==> config.mk <==
export PLATFORM = sky130hd
export DESIGN_NAME = fifo_sync_ctrl
export DESIGN_NICKNAME = d
export VERILOG_FILES = /design/src/rtl/fifo_pkg.sv /design/src/rtl/fifo_mem.sv /design/src/rtl/fifo_sync_ctrl.sv
export SDC_FILE = /design/constraint.sdc
export NUM_CORES = 1
export LEC_CHECK = 0
export CAP_MARGIN = 20
export CORE_MARGIN = 2
export CORE_UTILIZATION = 46
export CTS_CLUSTER_DIAMETER = 60
export DETAILED_ROUTE_END_ITERATION = 8
export GPL_TIMING_DRIVEN = 0
export PLACE_DENSITY = 0.74
export SLEW_MARGIN = 20
export SYNTH_ARGS = -nofsm -noshare
export SYNTH_HDL_FRONTEND = slang
export SYNTH_SLANG_ARGS = --single-unit
==> constraint.sdc <==
create_clock -name clk -period 2.1 [get_ports clk]
set_clock_uncertainty 0.05 [all_clocks]
set_input_delay 0.21 -clock clk [delete_from_list [all_inputs] [get_ports clk]]
set_output_delay 0.21 -clock clk [all_outputs]
set_load 0.02 [all_outputs]
==> src/rtl/fifo_pkg.sv <==
// fifo_pkg: helpers shared by the single-clock FIFO controller and its storage.
//   count_width : width of the occupancy counter for a given pointer width
//   ptr_inc     : pointer increment that wraps at an arbitrary depth
package fifo_pkg;

   // The counter needs one extra bit so it can represent both 0 and MEMORY_DEPTH.
   function automatic int count_width(input int address_size);
      return address_size + 1;
   endfunction

   // The depth need not be a power of two, so wrap explicitly instead of
   // relying on natural pointer overflow.
   function automatic int unsigned ptr_inc(input int unsigned ptr, input int unsigned depth);
      return (ptr >= depth - 32'd1) ? 32'd0 : ptr + 32'd1;
   endfunction

endpackage

==> src/rtl/fifo_mem.sv <==
// fifo_mem: DEPTH x WIDTH register file used as FIFO storage.
// Synchronous write, asynchronous read, contents are never reset.
// Ports:
//   clk   in  clock
//   we    in  write enable
//   waddr in  write address
//   wdata in  write data
//   raddr in  read address
//   rdata out read data (combinational from raddr)
module fifo_mem #(
   parameter int WIDTH = 4,
   parameter int DEPTH = 4,
   parameter int AW    = 2
) (
   input  logic             clk,
   input  logic             we,
   input  logic [AW-1:0]    waddr,
   input  logic [WIDTH-1:0] wdata,
   input  logic [AW-1:0]    raddr,
   output logic [WIDTH-1:0] rdata
);

   logic [WIDTH-1:0] mem_q [DEPTH];

   always_ff @(posedge clk) begin
      if (we) begin
         mem_q[waddr] <= wdata;
      end
   end

   assign rdata = mem_q[raddr];

endmodule

==> src/rtl/fifo_sync_ctrl.sv <==
// fifo_sync_ctrl: single-clock FIFO with occupancy count, almost-full /
// almost-empty thresholds and sticky overflow/underflow flags.
// Optional feature macro: FIFO_FWFT_EN (first-word-fall-through read port).
// Ports:
//   clk, rst        clock, synchronous active-high reset
//   w_en, wdata     write request and data
//   r_en            read request (pop)
//   rdata           read data (registered, or head word in FWFT builds)
//   rdata_valid     rdata holds a valid word
//   w_full          count == MEMORY_DEPTH
//   w_almost_full   count >= ALMOST_FULL_TH
//   r_empty         count == 0
//   r_almost_empty  count <= ALMOST_EMPTY_TH
//   count           current occupancy
//   overflow        sticky: write attempted while full
//   underflow       sticky: read attempted while empty
module fifo_sync_ctrl
   import fifo_pkg::*;
#(
   parameter int MEMORY_WIDTH    = 4,
   parameter int MEMORY_DEPTH    = 4,
   parameter int ADDRESS_SIZE    = 2,
   parameter int ALMOST_FULL_TH  = 3,
   parameter int ALMOST_EMPTY_TH = 1
) (
   input  logic                    clk,
   input  logic                    rst,
   input  logic                    w_en,
   input  logic [MEMORY_WIDTH-1:0] wdata,
   input  logic                    r_en,
   output logic [MEMORY_WIDTH-1:0] rdata,
   output logic                    rdata_valid,
   output logic                    w_full,
   output logic                    w_almost_full,
   output logic                    r_empty,
   output logic                    r_almost_empty,
   output logic [ADDRESS_SIZE:0]   count,
   output logic                    overflow,
   output logic                    underflow
);

   localparam int CW = count_width(ADDRESS_SIZE);

   logic [ADDRESS_SIZE-1:0] wr_ptr_q, wr_ptr_d;
   logic [ADDRESS_SIZE-1:0] rd_ptr_q, rd_ptr_d;
   logic [CW-1:0]           count_q, count_d;
   logic                    overflow_q, overflow_d;
   logic                    underflow_q, underflow_d;
   logic                    wr_acc, rd_acc;
   logic [MEMORY_WIDTH-1:0] mem_rdata;

   // Status is a pure decode of the registered count.
   assign w_full         = (count_q == CW'(MEMORY_DEPTH));
   assign w_almost_full  = (count_q >= CW'(ALMOST_FULL_TH));
   assign r_empty        = (count_q == '0);
   assign r_almost_empty = (count_q <= CW'(ALMOST_EMPTY_TH));
   assign count          = count_q;
   assign overflow       = overflow_q;
   assign underflow      = underflow_q;

   // Acceptance looks only at the current flags: a concurrent pop does not
   // make room for a write in the same cycle, nor a push feed a read.
   assign wr_acc = w_en && !w_full;
   assign rd_acc = r_en && !r_empty;

   always_comb begin
      wr_ptr_d    = wr_ptr_q;
      rd_ptr_d    = rd_ptr_q;
      if (wr_acc) begin
         wr_ptr_d = ADDRESS_SIZE'(ptr_inc(32'(wr_ptr_q), MEMORY_DEPTH));
      end
      if (rd_acc) begin
         rd_ptr_d = ADDRESS_SIZE'(ptr_inc(32'(rd_ptr_q), MEMORY_DEPTH));
      end
      count_d     = count_q + CW'(wr_acc) - CW'(rd_acc);
      overflow_d  = overflow_q | (w_en & w_full);
      underflow_d = underflow_q | (r_en & r_empty);
   end

   always_ff @(posedge clk) begin
      if (rst) begin
         wr_ptr_q    <= '0;
         rd_ptr_q    <= '0;
         count_q     <= '0;
         overflow_q  <= 1'b0;
         underflow_q <= 1'b0;
      end else begin
         wr_ptr_q    <= wr_ptr_d;
         rd_ptr_q    <= rd_ptr_d;
         count_q     <= count_d;
         overflow_q  <= overflow_d;
         underflow_q <= underflow_d;
      end
   end

   fifo_mem #(
      .WIDTH (MEMORY_WIDTH),
      .DEPTH (MEMORY_DEPTH),
      .AW    (ADDRESS_SIZE)
   ) u_mem (
      .clk   (clk),
      .we    (wr_acc),
      .waddr (wr_ptr_q),
      .wdata (wdata),
      .raddr (rd_ptr_q),
      .rdata (mem_rdata)
   );

`ifdef FIFO_FWFT_EN
   // Head word is always on the bus; r_en just acknowledges it.
   assign rdata       = mem_rdata;
   assign rdata_valid = !r_empty;
`else
   logic [MEMORY_WIDTH-1:0] rdata_q, rdata_d;
   logic                    rdata_valid_q, rdata_valid_d;

   // rdata holds the last popped word until the next accepted read.
   always_comb begin
      rdata_d       = rdata_q;
      rdata_valid_d = rd_acc;
      if (rd_acc) begin
         rdata_d = mem_rdata;
      end
   end

   always_ff @(posedge clk) begin
      if (rst) begin
         rdata_q       <= '0;
         rdata_valid_q <= 1'b0;
      end else begin
         rdata_q       <= rdata_d;
         rdata_valid_q <= rdata_valid_d;
      end
   end

   assign rdata       = rdata_q;
   assign rdata_valid = rdata_valid_q;
`endif

endmodule

# --- After elaboration in Yosys (flattened, before gate mapping) ---
# Memories as Yosys holds them, arrays and structs flattened. A register that Yosys moved wholly into a read port is not among the register bits.
# Cells that the tools add are included.
totals:
  register_bits: 10
  ramBits: 16
  elab_cells: 29
  n_memories: 1
mem_list:
  columns: ["memory", "words", "word_bits", "rd", "rd_clocked_by_memory_dff", "wr", "line_no", "text"]
  rows:
  - ["u_mem.mem_q", 4, 4, 1, 1, 1, "fifo_mem.sv:23", "logic [WIDTH-1:0] mem_q [DEPTH];"]
classes:
  addsub: 4
  order_cmp: 4
  n_eq_ne: 1
  mux: 4
  n_bitwise: 4
  n_reduce_logical: 5
ops:
  columns: ["cell", "count"]
  rows:
  - ["$add 2x1->2 const B", 2]
  - ["$ge 2x2->1 const B", 2]
  - ["$mux 2", 2]
  - ["$add 3x1->3", 1]
  - ["$eq 3x3->1 const B", 1]
  - ["$ge 3x2->1 const B", 1]
  - ["$le 3x1->1 const B", 1]
  - ["$logic_not 3->1", 1]
  - ["$sub 3x1->3", 1]
  - ["$and 1x1->1", 2]
  - ["$logic_and 1x1->1", 2]
  - ["$logic_not 1->1", 2]
  - ["$mux 1", 2]
  - ["$or 1x1->1", 2]

# --- Depth between registers and ports, before layout ---
logic_depth:
  word_depth: 5
  mapped_depth: 10
  mapped_depth_nobuf: 10

# --- Hierarchy ---
# A second synthesis with hierarchy kept.
unflattened:
  cells_unflattened: 91
  area_unflattened_um2: 1262.5
by_module_without_submodules:
  columns: ["mod", "n_inst", "cells_each", "area_per_inst_um2", "seq_area_each_um2"]
  rows:
  - ["fifo_sync_ctrl", 1, 67, 645.6, 280.3]
  - ["fifo_mem", 1, 24, 616.8, 480.5]

# --- Worst setup path before layout ---
# Ideal clock, no wire load.
synth_path:
  path_type: "register to register"
  start: "reg count_q[2] (netlist: count[2])"
  end: "reg count_q[2] (netlist: count[2])"
  setup_time_ps: 128
  arrival_ps: 2240
  path_slack_ps: -317
  stages_incl_launch_ff: 11
  path_cell_list: "dfxtp_1 > nor3b_2 > nor2_1 > inv_1 > ha_1 > inv_1 > ha_1 > inv_1 > fa_1 > xnor2_1 > nor2_1"
synth_via:
  elab_chain_len: 5
synth_lines:
  columns: ["element", "line_no", "text"]
  rows:
  - ["from (decl)", "fifo_sync_ctrl.sv:46", "logic [CW-1:0] count_q, count_d;"]
  - ["from (signal assigned)", "fifo_sync_ctrl.sv:90", "count_q <= count_d;"]
  - ["$eq 3x3->1", "fifo_sync_ctrl.sv:53", "assign w_full = (count_q == CW'(MEMORY_DEPTH));"]
  - ["via w_full", "fifo_sync_ctrl.sv:33", "output logic w_full,"]
  - ["$logic_not 1->1", "fifo_sync_ctrl.sv:63", "assign wr_acc = w_en && !w_full;"]
  - ["$logic_and 1x1->1", "fifo_sync_ctrl.sv:63", null]
  - ["$add 3x1->3", "fifo_sync_ctrl.sv:75", "count_d = count_q + CW'(wr_acc) - CW'(rd_acc);"]
  - ["$sub 3x1->3", "fifo_sync_ctrl.sv:75", null]
# The timed path passes the listed nets, and every way through them passes these cells.
# A chain may end at the register's enable or synchronous reset.

# --- Final worst setup path ---
layout_path:
  start: "reg count_q[0] (netlist: count[0])"
  end: "reg count_q[2] (netlist: count[2])"
layout_via:
  elab_chain_len: 5
layout_lines:
  columns: ["element", "line_no"]
  rows:
  - ["$eq 3x3->1", "fifo_sync_ctrl.sv:53"]
  - ["$logic_not 1->1", "fifo_sync_ctrl.sv:63"]
  - ["$logic_and 1x1->1", "fifo_sync_ctrl.sv:63"]
  - ["$add 3x1->3", "fifo_sync_ctrl.sv:75"]
  - ["$sub 3x1->3 *", "fifo_sync_ctrl.sv:75"]
# Mark *: on every way between the ends. The rest lies on a longest branch, timed or not.

==> results.md <==
- Outcome: finished, final reports clean
- Cell-internal power: between 0.001 and 0.0015 W
- Detailed placer's ending HPWL: about 1600 um
- Area occupied by multi-input gates: about 540 um^2
- Cell type of the slowest stage on the worst timing path: sky130_fd_sc_hd__fa_2
- First-pass GRT wire length: 3512 um
- Worst vdd rail ir drop: roughly 960 uV
- Multiplexer share of the synthesized area: 0.1085
- Maximum fanout along the worst path: 6
- CP Class: flop to flop
- Post-Syn Nets: between 100 and 150
- Normalized max-slew margin: 0.6769
- Switching Fraction: 0.3389
- XOR/XNOR share of the synthesized area: 0.006783
- Endpoint type of the worst setup path: flop
- Tmin final: about 2 ns
- Total routed wirelength: 2202 um
- Worst Path Arrival: around 2.2 ns
- Share of the clock period used by the worst path after layout: 0.9549
- Number of distinct library cells after synthesis: 23
- Cell seen most often among critical-path stages: sky130_fd_sc_hd__inv_2
- DR WL/cell: around 14 um
- Syn Inst Count: 96
- Path type of the worst min-delay path: flop to flop
- Clock Path Buffers: 2
- Height of the die: 56.98 um
- CORE AREA: between 0.002 and 0.003 mm^2
- Area growth from synthesis to layout: 33.62%
- Ys Warns: 0
- Crit path buf inv count: 3
- Net Switching: 0.0007513 W
- X dimension of the die: 56.98 um
- Total power draw: around 0.0022 W
- Worst Hold Margin: around 0.43 ns
- CTS tree: yes
- Overflow left after global routing: 0
- Number of ports placed on the die boundary: 22
- Power density normalized to cell area: around 1300 mW/mm^2
- Leakage power: 0.6902 nW
- CTS root buf: sky130_fd_sc_hd__clkbuf_4
- Maximum cell stage delay along the critical path: around 0.4 ns
- DRT iter0 DRCs: 19
- Pin count of the biggest net entering global routing: 11
- Final instance area: approximately 0.0017 mm^2
- Clock network latency to the later pin of the worst-skew pair: roughly 0.33 ns
- Fraction of the mapped netlist area in compound gates: 0.05523
- CTS buffer count: 5
- Top achievable clock speed: between 400 and 500 MHz
- Via total after detailed routing: roughly 810
- Final antenna-violating net count: 0
- Total global-route track usage: 0.1490
- Length of the first detailed-routing pass in iterations: 4
- Commonest non-fill, non-tap cell in the layout: sky130_fd_sc_hd__clkdlybuf4s50_1
- Chain of cells forming the critical path: nor3b_4 > nor2_4 > inv_2 > ha_4 > inv_2 > ha_4 > inv_2 > fa_2 > xnor2_2 > nor2_1
- Syn Std Cell Area: 0.001291 mm^2
- Instance area after placement: about 0.0016 mm^2
- Cell accounting for the most synthesized area: sky130_fd_sc_hd__edfxtp_1
- H-tree levels: 2
- Fraction of layout instances using a drive strength above 1: 0.2443
- Number of hold violations in the final report: 0
- Maximum capacitance violations: 0
- Clock-pin slew reported for the worst setup and hold paths after clock tree synthesis: around 0.090 ns
- Setup violators final: 0
- Total number of clock tree sinks: 30
- CP Launch Type: flop
- Portion of synthesized cell area occupied by the leading cell type: 0.3721
- Worst-margin pin slew: 0.4847 ns
- Number of nets in the final layout: between 100 and 150
- Required @ worst endpoint: between 2 and 2.5 ns
- Kind of cell adding the most delay to the critical path: adder cells
- Reg power frac: 0.375
- Portion of total power attributed to the clock network: 0.194
- DR DRC count: 0
- Synth Area per Inst: around 13 um^2
- FF+latch area: about 770 um^2
- Biggest area contributors in the synthesized netlist: sky130_fd_sc_hd__edfxtp_1, sky130_fd_sc_hd__dfxtp_1, sky130_fd_sc_hd__ha_1
- Total count of max-transition violations in the final report: 0
- Std cell rows: 19
- Count of port buffers added during placement: 21
- Commonest non-fill, non-tap cells in the layout: sky130_fd_sc_hd__clkdlybuf4s50_1, sky130_fd_sc_hd__edfxtp_1, sky130_fd_sc_hd__dfxtp_1
- Sequential-to-total area share from yosys stat: 0.5891
- GPL Wtd Cong: a little under 0.7
- N_diodes: 0
- Area of the die: approximately 0.0032 mm^2
- Fraction of the mapped netlist area in simple logic gates: 0.09496
- Starting density of the core: 0.4765
- Seq cells post-synth: 30
- Number of antenna violations at the first check in global routing: 0
- Synth Area in Adders: 0.1124
- Main combinational cell family by area after synthesis: adder cells
- Number of global-route vias before repair: 762
- Comb power frac: 0.431
- Fillers: ~210
- Setup repair after global routing missed its margin: false
- Via density: between 5 and 6
## registers in the layout (all words and copies together) (netlist names)
name / cells
underflow: 1
overflow: 1
rdata_valid: 1
u_mem.mem_q: 16
rd_ptr_q: 2
count: 3
wr_ptr_q: 2
rdata: 4
## synthesized netlist by cell type (all sizes together)
library cell	count
o31ai	1
and2	4
a32o	1
nand3b	1
nand2	3
nor2b	1
fa	1
mux4	4
inv	9
nor3b	1
or4	1
buf	1
o21ai	3
ha	10
or3	1
mux2i	5
a21oi	5
nor3	1
xnor2	1
dfxtp	14
edfxtp	16
clkbuf	1
nor2	11
## worst paths after layout
check	from	end	slack (ns)	cells past startpoint
max reg2reg	count[0]$_SDFF_PP0_	count[2]$_SDFF_PP0_	0.09	10
max	count[0]$_SDFF_PP0_	count[2]$_SDFF_PP0_	0.09	10
min	underflow$_SDFF_PP0_	underflow$_SDFF_PP0_	0.43	2
min reg2reg	underflow$_SDFF_PP0_	underflow$_SDFF_PP0_	0.43	2
## cell families (layout without fill, tap and decap cells)
logic type / count (synthesis) / in the layout
buffers and inverters: 11 / 46
AO/OA/AOI/OAI: 10 / 10
AND/OR/NAND/NOR: 24 / 24
XOR/XNOR: 1 / 1
adder cells (fa/ha/maj): 11 / 11
flip-flops: 30 / 30
multiplexers: 9 / 9
## stage by stage
| stage | std cells | setup slack (ns) | TNS [ns] | utilization |
|---|---|---|---|---|
| 2_1_floorplan | 96 | -0.004889 | -0.004889 | - |
| 3_3_place_gp | 148 | -0.1529 | -0.2543 | 0.5748 |
| 3_5_place_dp | 148 | -0.2211 | -0.3777 | 0.5748 |
| 4_1_cts | 158 | 0.04490 | 0 | 0.6099 |
| 5_1_grt | 162 | 0.01474 | 0 | 0.6367 |
| 6_report | 162 | 0.09477 | 0 | 0.6367 |
## worst min-delay path: stages (launching register included)
cell,delay [ns]
sky130_fd_sc_hd__dfxtp_1,0.34
sky130_fd_sc_hd__a21oi_1,0.04
sky130_fd_sc_hd__nor2_1,0.07
## layer usage
metal	up-vias	global-route usage	part of all wire
met3	5	0.06803	0.044
met4	0	0.06977	0.021
li1	408	-	-
met5	-	0	0
met2	19	0.2250	0.46
met1	381	0.1832	0.48
## timing repair
action,4_1_cts,5_1_grt
cloned,0,0
buffers inserted,2,4
endpoints found under the setup margin,3,3
pin swaps,2,5
hold buffers,0,0
gates resized for setup,2,10
## power by group through the flow
stage                     Sequential [W]  Combinational, W  Clock, W
after floorplan                 0.000901          0.000459         0
after CTS                       0.000842          0.000834  0.000434
after detailed placement        0.000853          0.000823         0
after global routing            0.000845           0.00104  0.000461
after global placement          0.000843          0.000796         0
final                           0.000832          0.000956  0.000429
## layout make-up
cell class	count	area share
Clock buffer	8	0.04569
Sequential cell	30	0.4474
Tap cell	31	0.02248
Timing Repair Buffer	27	0.1487
Buffer	2	0.005076
Inverter	9	0.01958
Multi-Input combinational cell	55	0.3111
Power figures use the tool's default switching activity.
